[src/rtl/stream_mux_rr.sv]
// N-channel valid/ready stream mux with a registered output stage, fixed or
// round-robin arbitration, and packet locking on the per-beat last flag.

module stream_mux_rr_lane #(
    parameter int WIDTH = 16,
    parameter int SELW  = 2,
    parameter int IDX   = 0
) (
    input  logic             rst_n,
    input  logic             load,
    input  logic             gnt_vld,
    input  logic [SELW-1:0]  gnt,
    input  logic             valid,
    input  logic             last,
    input  logic [WIDTH-1:0] data,
    output logic             ready,
    output logic             xfer,
    output logic [WIDTH-1:0] data_m,
    output logic             last_m
);
    assign ready  = rst_n && load && gnt_vld && (gnt == SELW'(IDX));
    assign xfer   = ready && valid;
    // Masking by xfer keeps unselected (possibly X) lanes off the OR tree.
    assign data_m = xfer ? data : '0;
    assign last_m = xfer & last;
endmodule

module stream_mux_rr #(
    parameter  int WIDTH = 16,
    parameter  int N     = 4,
    localparam int SELW  = (N > 1) ? $clog2(N) : 1
) (
    input  logic               clk,
    input  logic               rst_n,
    input  logic               mode,
    input  logic [SELW-1:0]    sel,
    input  logic [N-1:0]       in_valid,
    input  logic [N-1:0]       in_last,
    input  logic [N*WIDTH-1:0] in_data,
    output logic [N-1:0]       in_ready,
    output logic               out_valid,
    output logic [WIDTH-1:0]   out_data,
    output logic               out_last,
    output logic [SELW-1:0]    out_chan,
    input  logic               out_ready,
    output logic               busy
);
    localparam logic [SELW:0] NUM = (SELW+1)'(N);

    logic [N-1:0][WIDTH-1:0] data_a;
    logic [N-1:0][WIDTH-1:0] data_m;
    logic [N-1:0]            xfer_v;
    logic [N-1:0]            last_m;
    logic [SELW-1:0]         lock_chan;
    logic [SELW-1:0]         ptr;
    logic [SELW-1:0]         gnt;
    logic                    gnt_vld;
    logic                    load;
    logic                    xfer;
    logic [WIDTH-1:0]        mux_data;
    logic                    mux_last;
    int                      idx;

    assign data_a = in_data;
    assign load   = !out_valid || out_ready;

    always_comb begin
        gnt     = '0;
        gnt_vld = 1'b0;
        idx     = 0;
        if (busy) begin
            gnt     = lock_chan;
            gnt_vld = 1'b1;
        end else if (!mode) begin
            if ({1'b0, sel} < NUM) begin
                gnt     = sel;
                gnt_vld = 1'b1;
            end
        end else begin
            // Scan farthest-first so the nearest valid channel after ptr wins.
            for (int i = N; i >= 1; i--) begin
                idx = (int'(ptr) + i) % N;
                if (in_valid[idx]) begin
                    gnt     = SELW'(idx);
                    gnt_vld = 1'b1;
                end
            end
        end
    end

    for (genvar k = 0; k < N; k++) begin : g_lane
        stream_mux_rr_lane #(.WIDTH(WIDTH), .SELW(SELW), .IDX(k)) u_lane (
            .rst_n   (rst_n),
            .load    (load),
            .gnt_vld (gnt_vld),
            .gnt     (gnt),
            .valid   (in_valid[k]),
            .last    (in_last[k]),
            .data    (data_a[k]),
            .ready   (in_ready[k]),
            .xfer    (xfer_v[k]),
            .data_m  (data_m[k]),
            .last_m  (last_m[k])
        );
    end

    always_comb begin
        mux_data = '0;
        for (int k = 0; k < N; k++) mux_data = mux_data | data_m[k];
    end
    assign mux_last = |last_m;
    assign xfer     = |xfer_v;

    always_ff @(posedge clk or negedge rst_n) begin
        if (!rst_n) begin
            out_valid <= 1'b0;
            out_data  <= '0;
            out_last  <= 1'b0;
            out_chan  <= '0;
            busy      <= 1'b0;
            lock_chan <= '0;
            ptr       <= SELW'(N-1);
        end else if (load) begin
            if (xfer) begin
                out_valid <= 1'b1;
                out_data  <= mux_data;
                out_last  <= mux_last;
                out_chan  <= gnt;
                busy      <= !mux_last;
                if (mux_last) ptr       <= gnt;
                else          lock_chan <= gnt;
            end else begin
                out_valid <= 1'b0;
            end
        end
    end
endmodule

[config.mk]
export PLATFORM = sky130hd
export DESIGN_NAME = stream_mux_rr
export DESIGN_NICKNAME = d
export VERILOG_FILES = /design/src/rtl/stream_mux_rr.sv
export SDC_FILE = /design/constraint.sdc
export NUM_CORES = 1
export LEC_CHECK = 0
export ABC_AREA = 0
export CAP_MARGIN = 5
export CELL_PAD_IN_SITES_DETAIL_PLACEMENT = 1
export CELL_PAD_IN_SITES_GLOBAL_PLACEMENT = 2
export CORE_MARGIN = 3
export CORE_UTILIZATION = 22
export DETAILED_ROUTE_END_ITERATION = 10
export MAX_ROUTING_LAYER = met4
export PLACE_DENSITY_LB_ADDON = 0.1
export RECOVER_POWER = 25
export SYNTH_ARGS = -nofsm -noshare
export SYNTH_HDL_FRONTEND = slang
export SYNTH_SLANG_ARGS = --single-unit
[constraint.sdc]
create_clock -name clk -period 4.9 [get_ports clk]
set_input_delay 0.98 -clock clk [delete_from_list [all_inputs] [get_ports clk]]
set_output_delay 0.98 -clock clk [all_outputs]
set_load 0.1 [all_outputs]
=== Yosys cells after proc, flatten, opt, wreduce, memory -nomap -nowiden ===
Index checks and enable logic that the tools add are counted.

* Equality and inequality tests: 3
* Add/sub/neg operators: 4
* Order comparisons: 4
* Mux-type cells: 29
* Bitwise gates (word level): 12
* Reductions and logical operators: 23

{| class="wikitable"
|+ Operators with widths
! cell !! number
|-
| 16-bit two-way mux || 4
|-
| 16-bit bitwise OR || 3
|-
| 3-bit by 4-bit < comparator with 1-bit output (second input constant) || 4
|-
| 1-bit two-way mux || 15
|-
| 2-bit two-way mux || 6
|-
| 1-bit logical AND || 10
|-
| 1-bit binary-select mux with 2-bit select || 4
|-
| 2-bit OR reduction || 4
|-
| 4-bit OR reduction || 2
|-
| 3-bit AND reduction || 2
|-
| 2-bit by 1-bit adder with 2-bit output (second input constant) || 2
|-
| 2-bit adder (second input constant) || 2
|-
| 1-bit AND || 4
|-
| 1-bit AND (first input constant) || 4
|-
| 2-bit equality test (second input constant) || 2
|-
| 2-bit by 1-bit equality test with 1-bit output (second input constant) || 1
|-
| 1-bit zero test || 2
|-
| 2-bit zero test || 1
|-
| 2-bit AND reduction || 1
|-
| 1-bit logical OR || 1
|-
| 1-bit inverter || 1
|}

* Logic and storage cells: 82
* Flip-flop bits (word level): 25
* Input port bits: 78

=== Depth between registers and ports, before layout ===
Gate-level depths: netlist (run 1).

* Depth in word-level cells: 19
* Depth in mapped cells: 8
* Mapped depth without buffers: 7

=== By module ===
A second synthesis (run 1) with hierarchy kept.

* Cells, all modules: 301
* Area, all modules: 2458.6 um^2

{| class="wikitable"
|+ Modules (own cells, without submodules)
! module !! seq. area each (um^2) !! cells each !! area an instance (um^2) !! times used
|-
| stream_mux_rr || 628.1 || 132 || 1258.7 || 1
|-
| stream_mux_rr_lane at g_lane[1].u_lane ... || 0.0 || 42 || 311.5 || 2
|-
| stream_mux_rr_lane at g_lane[0].u_lane || 0.0 || 44 || 321.6 || 1
|-
| stream_mux_rr_lane at g_lane[3].u_lane || 0.0 || 41 || 255.2 || 1
|}

=== Worst setup path after synthesis (run 1) ===
No wires, ideal clock.

* Path type: input -> output
* From: input in_valid[0]
* To: output in_ready[0]
* Data required time: 3.920 ns
* Stages: 7
* Path slack: 1.400 ns
* Arrival time: 2.520 ns
* Path through: o21bai_1 -> a2111oi_2 -> o21a_2 -> clkbuf_1 -> clkbuf_1 -> nor2_1 -> buf_4

* Cells in the longest elaborated chain, start to end: 11

{| class="wikitable"
|+ Ends and longest elaborated chain
! item !! line !! source
|-
| start: declaration || 37 || <nowiki>input logic [N-1:0] in_valid,</nowiki>
|-
| 1-bit binary-select mux with 2-bit select || 83 || <nowiki>if (in_valid[idx]) begin</nowiki>
|-
| 1-bit two-way mux (implied by the code) (2 in a row) || 83 ||
|-
| 2-bit two-way mux / 1-bit two-way mux (equally long branches) (4 in a row) || 83 ||
|-
| 2-bit two-way mux / 1-bit two-way mux (equally long branches) || 74 || <nowiki>end else if (!mode) begin</nowiki>
|-
| 2-bit two-way mux / 1-bit two-way mux (equally long branches) || 71 || <nowiki>if (busy) begin</nowiki>
|-
| 2-bit zero test / 1-bit logical AND (equally long branches) || 21 || <nowiki>assign ready = rst_n && load && gnt_vld && (gnt == SELW'(IDX));</nowiki>
|-
| 1-bit logical AND * || 21 ||
|-
| end: declaration || 40 || <nowiki>output logic [N-1:0] in_ready,</nowiki>
|}

Every way passes the cells marked *; elsewhere a longest branch is shown, timed or not. The select of a mux whose other input is x is not followed.

=== Worst setup path in the final report (run 1) ===
* From: input in_valid[2]
* To: output in_ready[1]

* Cells in the longest elaborated chain, start to end: 11

{| class="wikitable"
|+ Ends and longest elaborated chain
! item !! line
|-
| 1-bit binary-select mux with 2-bit select || 83
|-
| 1-bit two-way mux (implied by the code) (2 in a row) || 83
|-
| 2-bit two-way mux / 1-bit two-way mux (equally long branches) (4 in a row) || 83
|-
| 2-bit two-way mux / 1-bit two-way mux (equally long branches) || 74
|-
| 2-bit two-way mux / 1-bit two-way mux (equally long branches) || 71
|-
| 2-bit by 1-bit equality test with 1-bit output / 1-bit logical AND (equally long branches) || 21
|-
| 1-bit logical AND * || 21
|}

Marks and branches as above.

==> results of run 1 <==
[cell families after synthesis]
family / count (synthesis) / synth area share
and+or+nand+nor: 80 / 0.232
DFF: 25 / 0.355
AOI/OAI and AO/OA: 72 / 0.304
buffers and inverters: 28 / 0.0685
muxes: 6 / 0.0403
[critical path, stage by stage]
cell	delay [ns]
clkdlybuf4s50_1	0.68
nand2b_1	0.28
a21boi_1	0.15
o2111ai_1	0.31
nand3_1	0.14
buf_4	0.21
nor2_1	0.19
buf_12	0.20
[cell type report]
type                            count  area share
Tap cell                          102      0.0428
Clock buffer                        4      0.0151
Timing Repair Buffer              114       0.385
Inverter                            3     0.00378
Sequential cell                    25       0.211
Multi-Input combinational cell    158       0.343
[layer usage]
metal	routed length, um	share of wire
met5	0	0
met4	87	0.012
met3	409	0.055
met2	3460	0.46
met1	3530	0.47
[how the worst max path moves through the flow]
stage / end / slack [ns] / depth (start not counted)
final: in_ready[1] / 0.76 / 8
after CTS: in_ready[1] / 0.78 / 8
after global placement: in_ready[1] / 0.86 / 8
after detailed placement: in_ready[1] / 0.79 / 8
after floorplan: in_ready[0] / 1.40 / 7
after global routing: in_ready[1] / 0.56 / 8
[through the flow]
| step | instance area (um^2) | utilization | hold slack [ns] | std cells |
|---|---|---|---|---|
| 3_3_place_gp | 2940 | 0.379 | 0.473 | 402 |
| 3_5_place_dp | 2940 | 0.379 | 0.476 | 402 |
| 5_1_grt | 2980 | 0.384 | 0.520 | 406 |
| 6_report | 2980 | 0.384 | 0.495 | 406 |
| 4_1_cts | 2990 | 0.384 | 0.500 | 406 |
| 2_1_floorplan | 1770 | - | 0.464 | 211 |
[power groups by stage]
stage | Sequential (mW) | Combinational (mW) | Clock, mW
floorplan | 0.954 | 0.549 | 0
global placement | 0.385 | 1.56 | 0
detailed placement | 0.381 | 1.58 | 0
CTS | 0.380 | 1.58 | 0.137
global route | 0.394 | 1.65 | 0.146
finish | 0.378 | 1.56 | 0.133
[layout by cell type (no fill, tap or decap), types with 2 or more instances in the layout]
| cell | netlist | layout |
|---|---|---|
| dfrtp_1 | 23 | 23 |
| clkbuf_8 | 0 | 3 |
| clkdlybuf4s50_1 | 0 | 97 |
| dfstp_2 | 2 | 2 |
| a31oi_1 | 33 | 33 |
| and3_1 | 32 | 32 |
| nor2_1 | 9 | 9 |
| o221ai_1 | 17 | 17 |
| a22o_1 | 2 | 2 |
| buf_12 | 0 | 4 |
| inv_1 | 3 | 3 |
| nand2b_1 | 6 | 6 |
| mux2i_1 | 3 | 3 |
| clkbuf_1 | 20 | 2 |
| mux2_4 | 2 | 2 |
| o21ai_0 | 4 | 4 |
| buf_4 | 4 | 11 |
| nand2_1 | 28 | 28 |
| a21boi_1 | 3 | 3 |
[flip-flops by register name (all words and copies together), names as in the netlist]
register   cells
out_last       1
ptr            2
out_valid      1
out_chan       2
busy           1
lock_chan      2
out_data      16
==> results by group, run 1 <==
Status
  • Outcome: completed

Final layout
  • Multi-input gate area: 1020 um^2
  • Area delta synth->final: 68.3%
  • Register Area: ~630 um^2
  • Final Net Count: 383
  • Fill count: 909
  • Layout cells sized above 1: 0.0888
  • N_diodes: 0

Clocking
  • Clk_lat worst skew: 0.28 ns
  • Clk slew on worst S/H paths: 0.09 ns
  • Clk sinks: 25
  • CTS tree: done
  • Total CTS buffers: 3
  • Cts repair resizes: 0
  • CTS Hold Buffers Added: 0
  • H-tree Lvls: 1
  • Max Buffers Root-to-Sink: 2
  • Clock Tree Root: clkbuf_8
  • Setup bufs post-CTS: 0

Yosys
  • Syn Area/Cell: between 8 and 9 um^2
  • FFs w/ async S/R, synth: 1.00
  • Synth cell count leaders: a31oi_1, and3_1, nand2_1
  • Top-area cell type share of the netlist area: 0.325
  • Cells after synthesis: 211
  • Syn nets: between 200 and 300
  • Area leader, netlist: dfrtp_1
  • Synth Warn #: 0
  • Predominant post-synthesis flop cell: dfrtp_1
  • Most frequent cell after synthesis: a31oi_1
  • Synthesized area: approximately 1800 um^2
  • #FFs+latches synth: 25
  • Post-synth EDFFs: 0
  • Netlist cell types: 36
  • Seq/Total Area, Yosys: 0.355
  • Ranking of synthesized cells by area: dfrtp_1, a31oi_1, and3_1

STA
  • Final setup vio count: 0
  • Worst-Margin Slew: roughly 1.5 ns
  • RSZ-0062 raised after global routing: false
  • Final Cycle Share: 0.845
  • Post-route setup TNS: 0 ns
  • Final slew viol count: 0
  • Relative slew margins: 0.0189
  • Fin worst setup slack: ~0.76 ns
  • Layout Skew: ~0.0066 ns
  • Fmax: 242 MHz
  • Post-layout min period: slightly above 4 ns
  • Final hold vios: 0

Global route
  • Vias in the first global route: roughly 2300
  • Met1 Use GR: 0.229
  • GRT Max-Usage Layer: met2
  • First-pass GRT wire length: 11600 um
  • M2 GR Usage: 0.262
  • Met3 Use GR: 0.0274
  • Overflow after GRT: 0
  • GRT Resource Usage Total: 0.168
  • Initial antenna violation count: 0
  • Largest net degree at the start of global routing: 33

Setup path
  • Worst setup path startpoint: in_valid[2]
  • Crit. End Element: primary output
  • Crit path kind: input port to primary output
  • FF-to-FF path depth: 7
  • Reg2Reg Capture Point: lock_chan[0]
  • CP arrival: 3.16 ns
  • CP Launch Type: input port
  • Reg-to-Reg Start: ptr[0]
  • Maximum fanout along the worst path: 14
  • Reg-to-reg slack, setup: between 2 and 2.5 ns
  • Required time of the critical path: ~3.9 ns

Pwr
  • P_int: between 800 and 900 uW
  • Comb power frac: 0.753
  • Flop pwr share: 0.183
  • Clk pwr share: 0.064
  • Peak supply drop: between 0.3 and 0.4 mV
  • P_leak: between 1 and 1.5 nW
  • Total power: slightly above 2 mW
  • Switching Share: 0.598
  • P_sw: ~1.2 mW
  • Power per Cell Area: between 600 and 700 nW/um^2

Run
  • Maxcap violations: 0

Die
  • Floorplan die height: roughly 96 um
  • Die area: about 9200 um^2
  • Initial Utilization: 0.228
  • Top-level I/O count: around 100
  • Die W: between 90 and 100 um
  • Rows: 32
  • Core Area: 7770 um^2

Worst hold path
  • Worst Hold Endpoint: out_chan[0]
  • Hold path startpoint: out_chan[0]
  • Hold Path Class: flip-flop to flip-flop
  • Worst hold path cell count: 2

Detailed routing
  • Drt drc: 0
  • Wire per inst: 18.4 um
  • DR vias: a little over 2000
  • Initial DRT Pass Iterations: 4
  • DRC marker count from the first detailed-route iteration: 83
  • Vias per cell: slightly above 5
  • Post-DRT Antenna Nets: 0
  • Total Wirelength: between 7000 and 8000 um

Placement
  • Gpl congestion: around 0.76
  • Port Buffers: ~100
  • Worst slack at placement: 0.790 ns
  • Detailed Place HPWL: ~5600 um
Power figures use the tool's default switching activity.
==> run 2, diff against run 1 <==
Settings changed: CORE_UTILIZATION 22 to 20.
Clock period 4.9 ns to 4.33 ns, I/O delays scaled along.
==> run 2 against run 1 <==
- the run now ends with max-capacitance violations, max-slew violations left
- hold slack improved by 0.00079 ns
- sequential power rose by 13%
- sequential cell count stayed put
- critical path depth shrank 1
- clock-buffer cell count stayed put
- cell area is 0.38% lower
- largest cell class unchanged
==> results by group, run 2 (synthesis results as in run 1) <==
STA
  • Final hold vios: 0
  • Post-layout min period: between 3 and 4 ns
  • Relative slew margins: -0.0343
  • Worst-Margin Slew: between 1.5 and 2 ns
  • Final setup vio count: 0
  • Hold Slack: around 0.5 ns
  • Layout Skew: ~0.0025 ns
  • RSZ-0062 raised after global routing: false
  • Fmax: ~260 MHz
  • Final slew viol count: 26
  • Fin worst setup slack: approximately 0.42 ns
  • Post-route setup TNS: 0 ns
  • Final Cycle Share: 0.903

Pwr
  • Power per Cell Area: roughly 780 nW/um^2
  • Peak supply drop: roughly 0.42 mV
  • P_leak: 1.26 nW

Final layout
  • Top reg by flops: out_data
  • Final Net Count: approximately 380
  • Area delta synth->final: 67.7%
  • N_diodes: 0
  • Most common cell after layout, fill and taps aside: clkdlybuf4s50_1
  • Layout cells sized above 1: 0.0828
  • Finished Cell Area: slightly below 3000 um^2
  • Max reg flops: 16
  • Most frequent cells in the layout: clkdlybuf4s50_1, a31oi_1, and3_1

Placement
  • Gpl congestion: just over 0.8
  • Area after DPL: just under 3000 um^2
  • Port Buffers: a little over 100
  • Worst slack at placement: slightly below 0.4 ns
  • Detailed Place HPWL: ~5600 um

Detailed routing
  • Post-DRT Antenna Nets: 0
  • Vias per cell: approximately 5
  • Total Wirelength: ~7700 um
  • DRC marker count from the first detailed-route iteration: 90
  • Wire per inst: 18.9 um
  • DR vias: around 2000
  • Initial DRT Pass Iterations: 4
  • Drt drc: 0

Setup path
  • CP arrival: between 3 and 4 ns
  • Crit path kind: input port to primary output
  • CP Launch Type: input port
  • Required time of the critical path: ~3.5 ns
  • Crit. End Element: primary output
  • Maximum fanout along the worst path: 20

Global route
  • Largest net degree at the start of global routing: 26
  • Vias in the first global route: around 2300
  • GRT Resource Usage Total: 0.160
  • Overflow after GRT: 0
  • Initial antenna violation count: 0
  • First-pass GRT wire length: 12300 um

Clocking
  • Clk sinks: 25
  • Cts repair resizes: 0
  • H-tree Lvls: 1
  • CTS tree: done
  • Setup bufs post-CTS: 0
  • Clk slew on worst S/H paths: roughly 0.1 ns
  • Clock Tree Root: clkbuf_8
  • Total CTS buffers: 3
  • Max Buffers Root-to-Sink: 2
  • Clk_lat worst skew: roughly 0.27 ns
  • CTS Hold Buffers Added: 0

Worst hold path
  • Hold Path Class: flip-flop to flip-flop

Run
  • Maxcap violations: 1

Die
  • Floorplan die height: ~100 um
  • Core Area: 8420 um^2
  • Initial Utilization: 0.210
  • Rows: 33
  • Die area: approximately 10000 um^2
  • Die W: 100 um
  • Top-level I/O count: about 100

Status
  • Failing checks: max-capacitance violations, max-slew violations
  • Outcome: finished with violations
-- run 2: cell types whose count changed in the layout (fill, tap and decap cells not counted), sizes merged --
cell | before | now
buf | 15 | 13
-- run 2: metrics by stage --
stage | std cells | total power, mW | util
3_5_place_dp | 403 | 2.20 | 0.348
5_1_grt | 407 | 2.47 | 0.353
6_report | 407 | 2.32 | 0.353
3_3_place_gp | 403 | 2.20 | 0.348
2_1_floorplan | 211 | 1.70 | -
4_1_cts | 407 | 2.36 | 0.353
-- run 2: layout make-up --
type / instances / area (um^2)
clock buffers: 4 / 45.0
fillers: 1008 / 5450
inverters: 3 / 11.3
multi-input cells: 158 / 1020
flip-flops and latches: 25 / 628
well taps: 105 / 131
repair buffers: 112 / 1130
-- run 2: worst max-delay path, cell delays in order --
cell and delay (ns):
clkdlybuf4s50_1 0.85, nand2b_1 0.11, a21o_1 0.21, o2111ai_1 0.14, a21bo_2 0.49, nor2_1 0.15
buf_12 0.22
-- run 2: final timing paths --
kind                                 to  depth (start not counted)        start  slack, ns
max in group asynchronous  out_data[14]                          2        rst_n       1.89
hold / removal              out_data[6]                          2  out_data[6]       0.50
hold reg to reg             out_data[6]                          2  out_data[6]       0.50
setup / recovery            in_ready[2]                          7  in_valid[1]       0.42
min in group asynchronous  lock_chan[0]                          2        rst_n       1.55
setup reg to reg           lock_chan[0]                          7         busy       1.49
-- run 2: metal layers --
| layer | routed length (um) | global-route usage | share of wire | vias up |
|---|---|---|---|---|
| met4 | 51 | 0.0301 | 0.0066 | 0 |
| met3 | 699 | 0.0368 | 0.091 | 4 |
| met2 | 3350 | 0.247 | 0.43 | 91 |
| li1 | - | - | - | 980 |
| met1 | 3600 | 0.215 | 0.47 | 961 |
| met5 | 0 | - | 0 | - |
-- run 2: power breakdown --
group	leakage, nW	total, mW	switching [mW]	internal (mW)
combinational	0.929	1.75	1.24	0.511
clock	0.0228	0.148	0.0819	0.0660
sequential	0.305	0.426	0.0738	0.352
==> run 3, diff against run 2 <==
Settings changed: GPL_TIMING_DRIVEN set to 0.
==> run 3 against run 2 <==
- the run now ends clean
- cell area grew 0.38%
- setup slack lost 0.24 ns
- sequential share of layout area shrank 0.080 points
- clock power is essentially flat
- global-route usage grew 0.55 points
- non-clock buffer count grew 14
- highest routed layer unchanged
==> results by group, run 3 (synthesis results as in run 1) <==
Final layout
  • Area delta synth->final: 68.3%
  • Post-layout util: 0.354
  • Most common cell after layout, fill and taps aside: clkdlybuf4s50_1
  • Top reg by flops: out_data
  • Layout cells sized above 1: 0.0823
  • Most frequent cells in the layout: clkdlybuf4s50_1, a31oi_1, and3_1
  • Final Net Count: just under 400
  • Max reg flops: 16
  • N_diodes: 0

STA
  • Layout Skew: ~0.0027 ns
  • Final Cycle Share: 0.959
  • Relative slew margins: 0.320
  • Worst-Margin Slew: 1.02 ns
  • Final slew viol count: 0
  • Final setup vio count: 0
  • Post-layout min period: 4.15 ns
  • RSZ-0062 raised after global routing: false
  • Final hold vios: 0
  • Fmax: between 200 and 250 MHz

Setup path
  • Worst path bufs/invs: 5
  • CP Launch Type: input port
  • Crit path cell chain: clkdlybuf4s50_1 -> buf_2 -> nor2_1 -> a31oi_1 -> a21bo_2 -> clkbuf_2 -> nor2_1 -> buf_4 -> buf_2
  • Worst path top cell family by delay: buffers and inverters
  • Required time of the critical path: about 3.5 ns
  • Worst path slowest cell: clkdlybuf4s50_1
  • Crit. End Element: primary output
  • CP arrival: ~3.3 ns
  • Crit path kind: input port to primary output
  • Maximum fanout along the worst path: 11
  • Max stage delay on crit path: 0.55 ns

Pwr
  • P_leak: about 1.3 nW
  • Total power: roughly 2.3 mW
  • Power per Cell Area: between 700 and 800 nW/um^2
  • Peak supply drop: between 0.3 and 0.4 mV

Detailed routing
  • Wire per inst: just under 20 um
  • DRC marker count from the first detailed-route iteration: between 50 and 60
  • Drt drc: 0
  • Vias per cell: 4.97
  • Post-DRT Antenna Nets: 0
  • Total Wirelength: 8150 um
  • Initial DRT Pass Iterations: 4
  • DR vias: 2091

Die
  • Rows: 33
  • Die area: about 10000 um^2
  • Die W: around 100 um
  • Top-level I/O count: roughly 100
  • Initial Utilization: 0.210
  • Floorplan die height: around 100 um
  • Core Area: roughly 8400 um^2

Global route
  • Initial antenna violation count: 0
  • First-pass GRT wire length: between 10000 and 15000 um
  • GRT Resource Usage Total: 0.165
  • Largest net degree at the start of global routing: 15
  • Overflow after GRT: 0
  • Vias in the first global route: between 2000 and 2500

Run
  • Maxcap violations: 0

Placement
  • Detailed Place HPWL: between 6000 and 7000 um
  • Port Buffers: between 100 and 150
  • Gpl congestion: 0.764

Status
  • Outcome: completed

Clocking
  • Total CTS buffers: 3
  • Setup bufs post-CTS: 0
  • CTS tree: done
  • Max Buffers Root-to-Sink: 2
  • Clk slew on worst S/H paths: roughly 0.10 ns
  • Clock Tree Root: clkbuf_8
  • Clk_lat worst skew: ~0.27 ns
  • Clk sinks: 25
  • H-tree Lvls: 1

Worst hold path
  • Hold Path Class: flip-flop to flip-flop
## run 3: cell types whose count changed in the layout (fill, tap and decap cells not counted), sizes merged
cell / delta
clkdlybuf4s15: +1
buf: -5
clkbuf: +19
dlygate4sd3: -1
## run 3: power breakdown
group / leakage (nW) / switching, mW / internal, mW
Combinational: 0.940 / 1.27 / 0.492
Clock: 0.0228 / 0.0829 / 0.0660
Sequential: 0.305 / 0.0823 / 0.353
## run 3: layer usage
layer	GRT usage	share of wire
met2	0.250	0.44
met4	0.0249	0.0028
met3	0.0264	0.061
met5	-	0
met1	0.237	0.50
## run 3: stage by stage
step	cells	setup TNS, ns	instance area [um^2]	hold slack (ns)	setup WS [ns]
after floorplan	211	0	1770	0.464	1.02
after global placement	418	-6.28	2920	0.468	-1.71
after detailed placement	419	-4.63	2950	0.474	-1.31
after CTS	421	0	2990	0.502	0.0143
after global routing	421	0	2980	0.518	0.0105
final	421	0	2980	0.495	0.179
## run 3: layout make-up
cell class / instances / area (um^2)
plain buffers: 23 / 106
clock buffers: 4 / 45.0
fillers: 1022 / 5440
inverters: 3 / 11.3
multi-input cells: 158 / 1020
flip-flops and latches: 25 / 628
well taps: 105 / 131
repair buffers: 103 / 1040
## run 3: worst register-to-register path, cell delays in order (launching register included)
cell and delay, ns:
dfstp_2 0.62, o21bai_1 0.11, a2111oi_2 0.46, o21a_2 0.35, mux2i_1 0.34, o22a_1 0.29
clkbuf_1 0.48, nand2_1 0.12, o221ai_1 0.09
## run 3: final timing paths
check / startpoint / end / slack [ns] / cells past startpoint
max: in_valid[1] / in_ready[0] / 0.18 / 9
min: out_data[8] / out_data[8] / 0.50 / 2
max reg2reg: ptr[0] / out_data[6] / 1.38 / 8
min reg2reg: out_data[8] / out_data[8] / 0.50 / 2
max in group asynchronous: rst_n / ptr[1] / 3.20 / 2
min in group asynchronous: rst_n / out_data[4] / 0.62 / 1
## run 3: what timing repair did
action,CTS,global route
endpoints found under the hold margin,0,0
hold buffers,0,0
setup endpoints to repair,4,3
gates resized for setup,23,6
